--- src/rtl/sam_pkg.sv ---
// sam_pkg -- shared types and constants for the SAM Coupe memory arbiter.
//   arb_state_t  : arbiter FSM state (IDLE, ISSUE, WAIT, DONE)
//   arb_src_t    : requester identity (loader, FDC buffer, CPU)
//   FDC_BASE_DEF : default upper address bits of the FDC buffer window
//   src_onehot() : maps a requester to its ack bit {cpu, fdc, ldr}
package sam_pkg;

   typedef enum logic [1:0] {
      IDLE  = 2'd0,
      ISSUE = 2'd1,
      WAIT  = 2'd2,
      DONE  = 2'd3
   } arb_state_t;

   typedef enum logic [1:0] {
      SRC_LDR = 2'd0,
      SRC_FDC = 2'd1,
      SRC_CPU = 2'd2
   } arb_src_t;

   localparam logic [4:0] FDC_BASE_DEF = 5'h02;

   // Ack vector layout is {cpu, fdc, ldr}
   function automatic logic [2:0] src_onehot(input arb_src_t src);
      logic [2:0] vec;
      case (src)
         SRC_LDR: vec = 3'b001;
         SRC_FDC: vec = 3'b010;
         SRC_CPU: vec = 3'b100;
         default: vec = 3'b000;
      endcase
      return vec;
   endfunction

endpackage

--- src/rtl/arb_pick.sv ---
// arb_pick -- combinational winner selection for the memory arbiter.
//   ldr_req  : loader request, always wins
//   fdc_req  : FDC buffer request
//   cpu_req  : CPU request
//   last_fdc : 1 when the most recent FDC/CPU grant went to the FDC
//   src      : selected requester (only meaningful when any request is high)
module arb_pick
   import sam_pkg::*;
(
   input  logic     ldr_req,
   input  logic     fdc_req,
   input  logic     cpu_req,
   input  logic     last_fdc,
   output arb_src_t src
);

   // Loader first; FDC and CPU alternate when both are asking
   always_comb begin
      src = SRC_CPU;
      if (ldr_req) begin
         src = SRC_LDR;
      end else if (fdc_req && cpu_req) begin
         src = last_fdc ? SRC_CPU : SRC_FDC;
      end else if (fdc_req) begin
         src = SRC_FDC;
      end else begin
         src = SRC_CPU;
      end
   end

endmodule

--- src/rtl/sam_mem_arbiter.sv ---
// sam_mem_arbiter -- single-port RAM arbiter for the SAM Coupe core.
// Shares the SDRAM-backed byte port between the ioctl loader (writes), the
// WD1793 disk-buffer reader (reads) and the Z80 memory cycle. Each access runs
// IDLE (pick + latch) -> ISSUE (strobe) -> WAIT (mem_ready or timeout) -> DONE (ack).
// Ports:
//   clk_sys, reset                    : clock, synchronous active-high reset
//   ldr_req/ldr_addr/ldr_din, ldr_ack : loader write requester
//   fdc_req/fdc_addr, fdc_ack         : FDC buffer reader, rd_data valid with ack
//   cpu_req/we/wp/addr/din, cpu_ack   : Z80 requester; cpu_wp suppresses writes
//   cpu_wait                          : stalls the CPU until its ack
//   rd_data                           : last read data (8'hFF after reset/timeout)
//   mem_addr/mem_din/mem_we/mem_rd    : RAM command port (one-cycle strobes)
//   mem_dout/mem_ready                : RAM read data and completion pulse
//   err                               : sticky timeout flag
module sam_mem_arbiter
   import sam_pkg::*;
#(
   parameter int         ADDR_W   = 25,
   parameter logic [4:0] FDC_BASE = FDC_BASE_DEF,
   parameter int         TIMEOUT  = 31
) (
   input  logic              clk_sys,
   input  logic              reset,
   input  logic              ldr_req,
   input  logic [ADDR_W-1:0] ldr_addr,
   input  logic [7:0]        ldr_din,
   output logic              ldr_ack,
   input  logic              fdc_req,
   input  logic [19:0]       fdc_addr,
   output logic              fdc_ack,
   input  logic              cpu_req,
   input  logic              cpu_we,
   input  logic              cpu_wp,
   input  logic [ADDR_W-1:0] cpu_addr,
   input  logic [7:0]        cpu_din,
   output logic              cpu_ack,
   output logic              cpu_wait,
   output logic [7:0]        rd_data,
   output logic [ADDR_W-1:0] mem_addr,
   output logic [7:0]        mem_din,
   output logic              mem_we,
   output logic              mem_rd,
   input  logic [7:0]        mem_dout,
   input  logic              mem_ready,
   output logic              err
);

   localparam int               CNT_W     = (TIMEOUT < 1) ? 1 : $clog2(TIMEOUT + 1);
   localparam logic [CNT_W-1:0] CNT_LIMIT = CNT_W'(TIMEOUT);

   arb_state_t        state_q, state_d;
   arb_src_t          src_q, src_d;
   arb_src_t          pick_src_s;
   logic              any_req_s;
   logic              we_q, we_d;
   logic              skip_q, skip_d;          // write-protected CPU write: no strobe
   logic [CNT_W-1:0]  cnt_q, cnt_d;
   logic              last_fdc_q, last_fdc_d;
   logic [2:0]        ack_q, ack_d;            // {cpu, fdc, ldr}
   logic [7:0]        rd_data_q, rd_data_d;
   logic [ADDR_W-1:0] mem_addr_q, mem_addr_d;
   logic [7:0]        mem_din_q, mem_din_d;
   logic              mem_we_q, mem_we_d;
   logic              mem_rd_q, mem_rd_d;
   logic              err_q, err_d;

   assign any_req_s = ldr_req | fdc_req | cpu_req;

   arb_pick u_pick (
      .ldr_req  (ldr_req),
      .fdc_req  (fdc_req),
      .cpu_req  (cpu_req),
      .last_fdc (last_fdc_q),
      .src      (pick_src_s)
   );

   // Next-state and datapath: strobes are set in IDLE so they are visible in ISSUE,
   // acks are set on the transition into DONE so they are visible during DONE
   always_comb begin
      state_d    = state_q;
      src_d      = src_q;
      we_d       = we_q;
      skip_d     = skip_q;
      cnt_d      = cnt_q;
      last_fdc_d = last_fdc_q;
      ack_d      = 3'b000;
      rd_data_d  = rd_data_q;
      mem_addr_d = mem_addr_q;
      mem_din_d  = mem_din_q;
      mem_we_d   = 1'b0;
      mem_rd_d   = 1'b0;
      err_d      = err_q;
      case (state_q)
         IDLE: begin
            if (any_req_s) begin
               src_d   = pick_src_s;
               state_d = ISSUE;
               case (pick_src_s)
                  SRC_LDR: begin
                     we_d       = 1'b1;
                     skip_d     = 1'b0;
                     mem_addr_d = ldr_addr;
                     mem_din_d  = ldr_din;
                  end
                  SRC_FDC: begin
                     we_d       = 1'b0;
                     skip_d     = 1'b0;
                     mem_addr_d = ADDR_W'({FDC_BASE, fdc_addr});
                     mem_din_d  = 8'h00;
                     last_fdc_d = 1'b1;
                  end
                  default: begin
                     we_d       = cpu_we;
                     skip_d     = cpu_we & cpu_wp;
                     mem_addr_d = cpu_addr;
                     mem_din_d  = cpu_din;
                     last_fdc_d = 1'b0;
                  end
               endcase
               mem_we_d = we_d & ~skip_d;
               mem_rd_d = ~we_d;
            end else begin
               state_d = IDLE;
            end
         end
         ISSUE: begin
            if (skip_q) begin
               state_d = DONE;
               ack_d   = src_onehot(src_q);
            end else begin
               state_d = WAIT;
               cnt_d   = {CNT_W{1'b0}};
            end
         end
         WAIT: begin
            if (mem_ready) begin
               if (!we_q) begin
                  rd_data_d = mem_dout;
               end else begin
                  rd_data_d = rd_data_q;
               end
               state_d = DONE;
               ack_d   = src_onehot(src_q);
            end else if (cnt_q == CNT_LIMIT) begin
               err_d     = 1'b1;
               rd_data_d = 8'hFF;
               state_d   = DONE;
               ack_d     = src_onehot(src_q);
            end else if (cnt_q != {CNT_W{1'b1}}) begin
               cnt_d = cnt_q + CNT_W'(1);
            end else begin
               cnt_d = cnt_q;
            end
         end
         DONE: begin
            state_d = IDLE;
         end
         default: begin
            state_d = IDLE;
         end
      endcase
   end

   // State and datapath registers; reset drops any access in flight without an ack
   always_ff @(posedge clk_sys) begin
      if (reset) begin
         state_q    <= IDLE;
         src_q      <= SRC_LDR;
         we_q       <= 1'b0;
         skip_q     <= 1'b0;
         cnt_q      <= {CNT_W{1'b0}};
         last_fdc_q <= 1'b0;
         ack_q      <= 3'b000;
         rd_data_q  <= 8'hFF;
         mem_addr_q <= {ADDR_W{1'b0}};
         mem_din_q  <= 8'h00;
         mem_we_q   <= 1'b0;
         mem_rd_q   <= 1'b0;
         err_q      <= 1'b0;
      end else begin
         state_q    <= state_d;
         src_q      <= src_d;
         we_q       <= we_d;
         skip_q     <= skip_d;
         cnt_q      <= cnt_d;
         last_fdc_q <= last_fdc_d;
         ack_q      <= ack_d;
         rd_data_q  <= rd_data_d;
         mem_addr_q <= mem_addr_d;
         mem_din_q  <= mem_din_d;
         mem_we_q   <= mem_we_d;
         mem_rd_q   <= mem_rd_d;
         err_q      <= err_d;
      end
   end

   assign ldr_ack  = ack_q[0];
   assign fdc_ack  = ack_q[1];
   assign cpu_ack  = ack_q[2];
   // Drops in the ack cycle so the CPU clock enable resumes immediately
   assign cpu_wait = cpu_req & ~ack_q[2];
   assign rd_data  = rd_data_q;
   assign mem_addr = mem_addr_q;
   assign mem_din  = mem_din_q;
   assign mem_we   = mem_we_q;
   assign mem_rd   = mem_rd_q;
   assign err      = err_q;

endmodule

--- config.mk ---
export PLATFORM = sky130hd
export DESIGN_NAME = sam_mem_arbiter
export DESIGN_NICKNAME = d
export VERILOG_FILES = /design/src/rtl/sam_pkg.sv /design/src/rtl/arb_pick.sv /design/src/rtl/sam_mem_arbiter.sv
export SDC_FILE = /design/constraint.sdc
export NUM_CORES = 1
export LEC_CHECK = 0
export CAP_MARGIN = 0
export CORE_AREA = 5 5 92 94
export CTS_CLUSTER_DIAMETER = 50
export CTS_CLUSTER_SIZE = 25
export DETAILED_ROUTE_END_ITERATION = 6
export DIE_AREA = 0 0 97 99
export GPL_TIMING_DRIVEN = 0
export PLACE_DENSITY = 0.85
export SLEW_MARGIN = 0
export SYNTH_ARGS = -nofsm -noshare
export SYNTH_HDL_FRONTEND = slang
export SYNTH_HIERARCHICAL = 1
export SYNTH_SLANG_ARGS = --single-unit
--- constraint.sdc ---
create_clock -name clk_sys -period 5.2 [get_ports clk_sys]
set_input_delay 0.78 -clock clk_sys [delete_from_list [all_inputs] [get_ports clk_sys]]
set_output_delay 0.78 -clock clk_sys [all_outputs]
set_load 0.01 [all_outputs]
# [Word level (Yosys, flattened, before mapping)]
# Index checks and enable logic that the tools add are counted.
[classes] addsub=1 n_eq_ne=14 muxes=31 bitwise=12 reduce_logical=13
[op_table] op="$pmux 25 s2" n=1
[op_table] op="$mux 8" n=3
[op_table] op="$mux 5" n=4
[op_table] op="$pmux 8 s2" n=1
[op_table] op="$mux 2" n=6
[op_table] op="$ne 2x2->1 const B" n=5
[op_table] op="$pmux 5 s2" n=1
[op_table] op="$mux 3" n=3
[op_table] op="$pmux 3 s3" n=1
[op_table] op="$reduce_and 3->1" n=3
[op_table] op="$pmux 2 s4" n=1
[op_table] op="$mux 1" n=7
[op_table] op="$not 1->1" n=7
[op_table] op="$eq 2x1->1 const B" n=3
[op_table] op="$eq 2x2->1 const B" n=3
[op_table] op="$logic_not 2->1" n=3
[op_table] op="$pmux 3 s2" n=1
[op_table] op="$add 5x1->5 const B" n=1
[op_table] op="$eq 5x5->1 const B" n=1
[op_table] op="$ne 5x5->1 const B" n=1
[op_table] op="$reduce_and 5->1" n=1
[op_table] op="$pmux 1 s2" n=2
[op_table] op="$reduce_bool 2->1" n=2
[op_table] op="$and 1x1->1" n=3
[op_table] op="other kinds (6)" n=7
[totals] reg_bits=59 input_bits=102 output_inout_bits=48

# [Depth between registers and ports, before layout]
# Gate-level depths: netlist (run 1).
[depth] ltp_word=10 depth_mapped=8 mapped_depth_nobuf=7

# [Cells and area by module]
# The synthesis (run 1) kept the hierarchy.
[modules_own_cells] mod="sam_mem_arbiter" instances=1 cells_each=346 area_each_um2=2900.3
[modules_own_cells] mod="arb_pick" instances=1 cells_each=3 area_each_um2=17.5

# [Least setup slack after synthesis (run 1)]
# Ideal clock, no wire load.
[synth_path] kind="input to register" from="in cpu_req" to="reg mem_addr_q[16], in the netlist mem_addr[16]" arrival_time_ns=1.720 required_ns=5.068 path_slack_ns=3.348 path_stages=7 cell_sequence="nand2_1 -> a21oi_1 -> buf_2 -> buf_2 -> o21ai_0 -> nand2_1 -> a21oi_1"
[synth_between] elab_chain_len=5 elab_cells_between_ends=8
[synth_lines] item="start: declaration" line="sam_mem_arbiter.sv:31" rtl="input logic cpu_req,"
[synth_lines] item="$logic_and 1x1->1 (*)" line="arb_pick.sv:22" rtl="end else if (fdc_req && cpu_req) begin"
[synth_lines] item="$mux 2 (*)" line="arb_pick.sv:22"
[synth_lines] item="$mux 2 (*)" line="arb_pick.sv:20" rtl="if (ldr_req) begin"
[synth_lines] item="via pick_src_s[1]" line="sam_mem_arbiter.sv:53" rtl="arb_src_t pick_src_s;"
[synth_lines] item="$eq 2x1->1 / $logic_not 2->1 (equally long branches)" line="sam_mem_arbiter.sv:98" rtl="case (pick_src_s)"
[synth_lines] item="$pmux 25 s2 (*)" line="sam_mem_arbiter.sv:98"
[synth_lines] item="end signal: assignment" line="sam_mem_arbiter.sv:175" rtl="mem_addr_q <= {ADDR_W{1'b0}};"
[synth_lines] item="end signal: assignment" line="sam_mem_arbiter.sv:189" rtl="mem_addr_q <= mem_addr_d;"
[synth_lines] item="end: declaration" line="sam_mem_arbiter.sv:61" rtl="logic [ADDR_W-1:0] mem_addr_q, mem_addr_d;"
# The timed path passes the listed nets; every way through them passes the cells marked *.
# A chain may end at the register's enable or synchronous reset.

# [Final worst setup path (run 1)]
[layout_path] from="in cpu_req" to="out cpu_wait"
[layout_between] elab_chain_len=1
[layout_lines] item="$and 1x1->1" line="sam_mem_arbiter.sv:201" rtl="assign cpu_wait = cpu_req & ~ack_q[2];"
[layout_lines] item="end: declaration" line="sam_mem_arbiter.sv:37" rtl="output logic cpu_wait,"
# No other way between the ends.

==> run_results.csv, run 1 <==
group,metric,value,unit
clocking,clk_latency,0.34,ns
critical_path,crit_top_cell,"clkdlybuf4s50_1",
grt,antenna_found_initial,0,
clocking,clk_path_buf_depth,2,
grt,grt_pass1_wl,15200,um
die,core_area,7570,um^2
sta,fin_tns_setup,0,ns
job,cap_violations,0,
hold_path,hold_path_class,"reg -> reg",
drt,drc,0,
placement,place_ws,2.33,ns
power_and_ir_drop,peakVddDrop,0.173,mV
clocking,cts_setup_buffers,0,
grt,grt_overflow,0,
synth,yosys.area.top_type,"dfxtp_1",
synth,synth_cell_type_count,41,
sta,fin_crit,2.87,ns
synth,synth_cells,349,
clocking,cts_buffers,9,
clocking,cts_num_sinks,59,
drt,drt-initial-drc-count,103,
sta,skew,0.00895,ns
synth,synth_seq_area_share,40.5,%
sta,period_share,55.1,%
critical_path,path_max_fanout,3,
layout,nFillCells,622,
clocking,ctsResizeCount,0,
critical_path,cpMaxStageDelayCell,"clkdlybuf4s50_1",
run_status,status,"finished, final reports clean",
placement,dp_hpwl,7400,um
synth,synth_seq_cells,59,
layout,final_common_cell,"clkdlybuf4s50_1",
synth,syn_nets,458,
synth,yosys_warnings,6,
drt,ant_nets,0,
drt,first_pass_iters,4,
power_and_ir_drop,p_leak,1.82,nW
synth,syn_avg_cell_area,8.36,um^2
synth,synth_top_area_share,40.5,%
sta,max_freq,349,MHz
sta,fin_ws,2.33,ns
critical_path,worst_path_largest_cell_delay,0.60,ns
layout,finalNetCount,618,
critical_path,crit_buf_inv,2,
drt,via_per_inst,5.06,
grt,grtUsageTotal,19.5,%
clocking,htreeDepth,3,
layout,num_antenna_cells,0,
drt,wl_per_cell,15.1,um
die,row_count,32,
layout,layout_common_cells,"clkdlybuf4s50_1 (149), nand2_1 (64), dfxtp_1 (59)",
synth,synth_area_leaders,"dfxtp_1 (40%), nand2_1 (8.2%), mux2i_1 (7.5%), nor3_1 (3.8%), o21ai_0 (3.8%)",
power_and_ir_drop,power_density,394,nW/um^2
die,initial_core_util,38.6,%
critical_path,crit_family,"buffers and inverters",
sta,maxSlewHeadroom,56.0,%
clocking,hold_buffers,0,
critical_path,critPathKind,"in -> out",
placement,portBuffers,149,
critical_path,cp.required,4.42,ns
placement,gp_congestion,0.875,
clocking,cts-root-buf,"clkbuf_8",
die,die_w,97,um
sta,drv_slew,0,
critical_path,start_kind,"input pin",
clocking,clk_pin_slew,0.07,ns
grt,grt_max_degree,13,
critical_path,crit_arrival,2.09,ns
die,die_area,9600,um^2
critical_path,cp-end-kind,"primary output",
layout,seq_area,1180,um^2
sta,setup-violations-final,0,
critical_path,path_cells,"clkdlybuf4s50_1 > nor2b_1 > clkdlybuf4s50_1",
layout,final_layout_size_suffix_gt1_share,10.9,%
drt,routed_wl,9320,um
drt,vias,3119,
sta,worst_slew_pin_slew,0.660,ns
clocking,tritoncts,"done",
layout,syn_to_final_growth,63.2,%
die,boundaryPins,150,
sta,rsz0062_at_grt,"no",
sta,final_hold_viol_count,0,
layout,multi_input_comb_area,1570,um^2
grt,grt_pass1_vias,3284,
synth,netlist_area,2920,um^2
die,die_h,99,um
==> final timing paths <==
| check | startpoint | to | slack, ns | cells after the start |
|---|---|---|---|---|
| worst max-delay path | cpu_req | cpu_wait | 2.33 | 3 |
| worst min-delay path | mem_addr[0] | mem_addr[0] | 0.45 | 2 |
| worst max register to register | cnt_q[0] | cnt_q[0] | 3.18 | 7 |
| worst min register to register | mem_addr[0] | mem_addr[0] | 0.45 | 2 |
==> state kept, by name (all words and copies together) (netlist names) <==
| name | flops |
|---|---|
| src_q | 2 |
| cnt_q | 5 |
| err | 1 |
| mem_din | 8 |
| state_q | 2 |
| mem_addr | 25 |
| rd_data | 8 |
| mem_we | 1 |
| we_q | 1 |
| mem_rd | 1 |
| ack_q | 3 |
| last_fdc_q | 1 |
| skip_q | 1 |
==> synth_stat cells, drive strengths merged <==
master and n:
nand2 74, dfxtp 59, a21oi 30, nor2 29, nor3 23, o21ai 23, mux2i 22, buf 17
a221oi 12, clkbuf 8, o21bai 8, ha 7, inv 4, nor2b 4, nor3b 4, a31oi 3
nand2b 3, nand4 3, a211oi 2, nand3 2, a2111oi 1, a22oi 1, a31o 1, and3 1
and3b 1, clkinv 1, nand3b 1, nor4b 1, o211ai 1, o21a 1, o311ai 1, o31ai 1
==> worst reg2reg max path, delay by kind of cell, from the launching register on <==
family | cells | cell delay, ns
and+or+nand+nor | 2 | 0.26
AOI/OAI and AO/OA | 2 | 0.59
muxes | 1 | 0.19
adders and majority gates | 2 | 0.51
DFF | 1 | 0.33
==> per-stage QoR <==
stage	utilization (%)	power (W)	instance area, um^2	hold WS [ns]	std cells
6_report	62.9	0.00187	4760	0.455	616
5_1_grt	62.9	0.00200	4760	0.486	616
4_1_cts	62.9	0.00189	4760	0.455	616
3_5_place_dp	60.0	0.00141	4540	0.446	600
3_3_place_gp	60.0	0.00139	4540	0.441	600
2_1_floorplan	-	0.00105	2920	0.434	349
==> per-layer routing <==
| layer | part of all wire, % | vias up | track usage [%] |
|---|---|---|---|
| met5 | 0 | - | 0 |
| met3 | 9.7 | 19 | 8.21 |
| met1 | 39 | 1423 | 20.5 |
| li1 | - | 1538 | - |
| met2 | 49 | 139 | 34.4 |
| met4 | 2.3 | 0 | 7.67 |
==> kinds of logic after synthesis <==
kind of cell    Yosys count  share of synthesized area [%]
mux                      22                           7.55
simple gates            146                           23.9
flops                    59                           40.5
fa+ha+maj                 7                           3.00
compound gates           85                           19.5
buf+inv                  30                           5.57
==> final cells by class <==
class                      count  area share [%]
inverter                       5           0.394
clock buffer                   9            2.60
timing repair buffer         149            31.3
clock inverter                 7            2.10
multi-input combinational    260            33.1
tap                          102            2.68
sequential                    59            24.8
buffer                        25            3.02
==> report_power, final <==
group,switching (W),internal [W]
registers,0.0000593,0.000552
logic,0.000408,0.000387
clock network,0.000194,0.000274
total,0.000662,0.00121
(Power assumes the default switching activity.)
==> run 2: changes to the inputs <==
--- a/config.mk
+++ b/config.mk
@@ -6,13 +6,13 @@
 export NUM_CORES = 1
 export LEC_CHECK = 0
 export CAP_MARGIN = 0
-export CORE_AREA = 5 5 92 94
+export CORE_AREA = 5 5 97 99
 export CTS_CLUSTER_DIAMETER = 50
 export CTS_CLUSTER_SIZE = 25
 export DETAILED_ROUTE_END_ITERATION = 6
-export DIE_AREA = 0 0 97 99
+export DIE_AREA = 0 0 102 104
 export GPL_TIMING_DRIVEN = 0
-export PLACE_DENSITY = 0.85
+export PLACE_DENSITY = 0.81
 export SLEW_MARGIN = 0
 export SYNTH_ARGS = -nofsm -noshare
 export SYNTH_HDL_FRONTEND = slang
==> constraint.sdc (replaced) <==
create_clock -name clk_sys -period 2.5 [get_ports clk_sys]
set_input_delay 0.375 -clock clk_sys [delete_from_list [all_inputs] [get_ports clk_sys]]
set_output_delay 0.375 -clock clk_sys [all_outputs]
set_load 0.01 [all_outputs]
==> run_results.csv, run 2 (same netlist as run 1, synthesis figures left out) <==
group,metric,value,unit
sta,holdWs,0.460,ns
die,die_w,102,um
critical_path,path_cells,"clkdlybuf4s50_1 > nand2_1 > a21oi_1 > buf_2 > buf_2 > a221oi_1 > nor3_1",
grt,grt_pass1_wl,15300,um
drt,via_per_inst,4.99,
critical_path,worst_path_largest_cell_delay,0.58,ns
hold_path,hold_path_class,"reg -> reg",
drt,vias,3101,
layout,final_layout_size_suffix_gt1_share,10.9,%
placement,portBuffers,149,
critical_path,cp.required,2.75,ns
clocking,clk_path_buf_depth,2,
clocking,cts_num_sinks,59,
layout,finalNetCount,618,
drt,drc,0,
drt,routed_wl,9610,um
clocking,tritoncts,"done",
clocking,clk_pin_slew,0.08,ns
critical_path,cpMaxStageDelayCell,"clkdlybuf4s50_1",
critical_path,crit_top_cell,"buf_2",
layout,nFillCells,747,
placement,place_ws,0.0694,ns
layout,final_common_cell,"clkdlybuf4s50_1",
die,core_area,8470,um^2
sta,period_share,85.0,%
die,boundaryPins,150,
sta,maxSlewHeadroom,55.2,%
drt,ant_nets,0,
sta,final_hold_viol_count,0,
power_and_ir_drop,p_leak,1.82,nW
critical_path,cp-end-kind,"flip-flop",
clocking,hold_buffers,0,
layout,num_antenna_cells,0,
sta,rsz0062_at_grt,"no",
clocking,htreeDepth,3,
clocking,clk_latency,0.34,ns
placement,dp.cells,606,
sta,worst_slew_pin_slew,0.672,ns
sta,drv_slew,0,
clocking,ctsResizeCount,0,
layout,largest_register_ffs,25,
die,row_count,34,
sta,fin_ws,0.376,ns
sta,skew,0.00975,ns
layout,layout_common_cells,"clkdlybuf4s50_1 (149), nand2_1 (64), dfxtp_1 (59)",
die,die_area,10600,um^2
sta,fin_crit,2.12,ns
die,initial_core_util,34.5,%
clocking,cts_setup_buffers,0,
layout,instances_no_fill,622,
placement,dp_hpwl,7680,um
clocking,cts_buffers,9,
job,cap_violations,0,
sta,setup-violations-final,0,
critical_path,critPathKind,"in -> reg",
drt,drt-initial-drc-count,94,
hold_path,holdPathStages,2,
critical_path,path_max_fanout,10,
grt,grt_pass1_vias,3286,
critical_path,worst_r2r_path_depth,7,
critical_path,start_kind,"input pin",
placement,gp_congestion,0.883,
grt,grt_overflow,0,
run_status,status,"finished, final reports clean",
clocking,cts-root-buf,"clkbuf_8",
grt,grtUsageTotal,18.2,%
drt,wl_per_cell,15.5,um
grt,grt_max_degree,13,
power_and_ir_drop,peakVddDrop,0.366,mV
grt,antenna_found_initial,0,
sta,fin_tns_setup,0,ns
drt,first_pass_iters,4,
die,die_h,104,um
power_and_ir_drop,total_power,0.00392,W
layout,seq_area,1180,um^2
sta,max_freq,471,MHz
layout,multi_input_comb_area,1570,um^2
power_and_ir_drop,power_density,821,nW/um^2
layout,syn_to_final_growth,63.4,%
critical_path,crit_arrival,2.37,ns
-- run 2: cell counts in the layout (fill, tap and decap cells not counted) --
No cell type changed its count.
-- run 2: metal layers --
| metal | wire length (um) | GRT usage (%) |
|---|---|---|
| met2 | 4680 | 31.5 |
| met3 | 1100 | 8.58 |
| met4 | 250 | 7.31 |
| met1 | 3580 | 18.6 |
| met5 | 0 | 0 |
-- run 2: final cells by class --
cell class | instances | share of cell area [%]
tap | 108 | 2.83
clock inverter | 7 | 2.10
multi-input combinational | 260 | 33.0
sequential | 59 | 24.8
inverter | 5 | 0.394
timing repair buffer | 149 | 31.3
buffer | 25 | 3.02
clock buffer | 9 | 2.60
-- run 2: worst paths after layout --
| path | start | endpoint | slack (ns) |
|---|---|---|---|
| setup reg to reg | cnt_q[0] | rd_data[0] | 0.47 |
| hold reg to reg | mem_addr[17] | mem_addr[17] | 0.46 |
| hold / removal | mem_addr[17] | mem_addr[17] | 0.46 |
| setup / recovery | cpu_req | mem_din[2] | 0.38 |
-- run 2: worst max-delay path, delay by kind of cell --
| family | cells | cell delay, ns |
|---|---|---|
| buffers and inverters | 3 | 1.14 |
| AOI/OAI and AO/OA | 2 | 0.56 |
| and+or+nand+nor | 2 | 0.29 |
-- run 2: report_power, final --
part / total, W / internal [W] / leakage, nW / switching, W
combinational: 0.00167 / 0.000805 / 1.22 / 0.000861
sequential: 0.00127 / 0.00115 / 0.484 / 0.000120
clock: 0.000983 / 0.000569 / 0.114 / 0.000413
total: 0.00392 / 0.00252 / 1.82 / 0.00139
-- run 2: stage by stage --
step | utilization (%) | cell area (um^2)
floorplan | - | 2920
global placement | 53.7 | 4540
detailed placement | 53.7 | 4540
CTS | 56.3 | 4770
global route | 56.3 | 4770
finish | 56.3 | 4770
==> run 3: changes to the inputs <==
==> constraint.sdc (replaced) <==
create_clock -name clk_sys -period 1.8 [get_ports clk_sys]
set_input_delay 0.27 -clock clk_sys [delete_from_list [all_inputs] [get_ports clk_sys]]
set_output_delay 0.27 -clock clk_sys [all_outputs]
set_load 0.01 [all_outputs]
==> run_results.csv, run 3 (same netlist as run 1, synthesis figures left out) <==
group,metric,value,unit
die,row_count,34,
drt,ant_nets,0,
critical_path,start_kind,"flip-flop",
die,die_w,102,um
drt,routed_wl,9790,um
hold_path,hold_path_class,"reg -> reg",
placement,dp_hpwl,7680,um
clocking,clk_path_buf_depth,2,
grt,grt_max_degree,13,
grt,grtUsageTotal,18.3,%
power_and_ir_drop,power_density,1120,nW/um^2
grt,grt_overflow,0,
sta,worst_slew_pin_slew,0.672,ns
drt,first_pass_iters,4,
layout,final_layout_size_suffix_gt1_share,13.7,%
drt,drt-initial-drc-count,88,
die,die_h,104,um
placement,dpl_cell_area,4540,um^2
layout,syn_to_final_growth,67.7,%
clocking,clk_pin_slew,0.07,ns
critical_path,crit_buf_inv,0,
clocking,clk_latency,0.34,ns
placement,portBuffers,149,
sta,maxSlewHeadroom,55.2,%
sta,drv_slew,0,
clocking,tritoncts,"done",
drt,via_per_inst,5.00,
power_and_ir_drop,p_leak,1.85,nW
sta,setup-violations-final,0,
clocking,cts-root-buf,"clkbuf_8",
layout,nFillCells,732,
grt,grt_pass1_vias,3327,
power_and_ir_drop,total_power,0.00550,W
drt,vias,3127,
critical_path,cpMaxStageDelayCell,"dfxtp_2",
sta,rsz0062_at_grt,"no",
critical_path,path_max_fanout,4,
clocking,htreeDepth,3,
drt,wl_per_cell,15.6,um
critical_path,critPathKind,"reg -> reg",
power_and_ir_drop,peakVddDrop,0.512,mV
critical_path,worst_path_largest_cell_delay,0.34,ns
run_status,status,"finished, final reports clean",
layout,layout_common_cells,"clkdlybuf4s50_1 (146), nand2_1 (64), dfxtp_1 (58)",
die,boundaryPins,150,
sta,final_hold_viol_count,0,
grt,grt_pass1_wl,15400,um
layout,design_area,4890,um^2
clocking,cts_buffers,9,
critical_path,path_cells,"ha_2 > and3_4 > ha_4 > o31ai_4 > o211ai_1 > mux2i_1 > nor2_1",
clocking,cts_num_sinks,59,
drt,drc,0,
layout,largest_register_ffs,25,
layout,finalNetCount,621,
critical_path,crit_arrival,1.92,ns
sta,max_freq,582,MHz
layout,utilization,57.8,%
sta,period_share,95.4,%
grt,antenna_found_initial,1,
job,cap_violations,0,
critical_path,crit_family,"compound AO/OA/AOI/OAI gates",
placement,gp_congestion,0.883,
critical_path,cp-end-kind,"flip-flop",
critical_path,cp.required,2.00,ns
sta,fin_crit,1.72,ns
layout,final_common_cell,"clkdlybuf4s50_1",
die,initial_core_util,34.5,%
die,die_area,10600,um^2
die,core_area,8470,um^2
sta,skew,0.0117,ns
## run 3: cell types whose count changed in the layout (fill, tap and decap cells not counted), sizes merged
cell,delta
diode,+1
clkdlybuf4s50,-3
dlygate4sd2,+1
buf,+3
dlymetal6s2s,+2
## run 3: layout make-up
cell class / count / area [um^2] / share of cell area, %
clock inverters: 7 / 100 / 2.05
plain buffers: 25 / 148 / 3.02
inverters: 5 / 18.8 / 0.384
flip-flops and latches: 59 / 1180 / 24.2
well taps: 108 / 135 / 2.76
multi-input cells: 260 / 1660 / 34.0
repair buffers: 152 / 1520 / 31.0
clock buffers: 9 / 124 / 2.53
diodes: 1 / 2.50 / 0.0512
## run 3: per-stage QoR
stage | setup slack, ns | TNS (ns) | cells | hold slack, ns
final | 0.0825 | 0 | 626 | 0.460
after CTS | 0.00667 | 0 | 624 | 0.461
after global routing | 0.0229 | 0 | 626 | 0.484
after detailed placement | -0.526 | -18.79 | 606 | 0.450
after global placement | -0.491 | -16.42 | 606 | 0.443
after floorplan | 0.0431 | 0 | 349 | 0.424
## run 3: path summary, 6_finish.rpt
| check | start | to | slack [ns] | cells past startpoint |
|---|---|---|---|---|
| max reg2reg | cnt_q[0] | cnt_q[0] | 0.08 | 7 |
| min reg2reg | mem_addr[17] | mem_addr[17] | 0.46 | 2 |
| max | cnt_q[0] | cnt_q[0] | 0.08 | 7 |
| min | mem_addr[17] | mem_addr[17] | 0.46 | 2 |
## run 3: what timing repair did
action | CTS | global route
endpoints found under the setup margin | 48 | 16
hold buffers | 0 | 0
gates resized for setup | 12 | 12
buffers inserted | 2 | 1
pin swaps | 3 | 2
## run 3: worst reg2reg max path, cell delays in order (launching register included)
cell and delay, ns:
dfxtp_2 0.34, ha_2 0.20, and3_4 0.21, ha_4 0.19, o31ai_4 0.24, o211ai_1 0.18
mux2i_1 0.18, nor2_1 0.05
## run 3: where the power goes
| group | switching, W | internal (W) |
|---|---|---|
| Combinational | 0.00122 | 0.00115 |
| Sequential | 0.000166 | 0.00160 |
| Clock | 0.000575 | 0.000791 |
## run 3: layer usage
metal / up-vias / routed length, um / global-route usage [%]
met5: - / 0 / 0
met4: 0 / 257 / 7.59
met3: 21 / 1110 / 8.58
met2: 146 / 4820 / 31.8
met1: 1419 / 3590 / 18.6
li1: 1541 / - / -
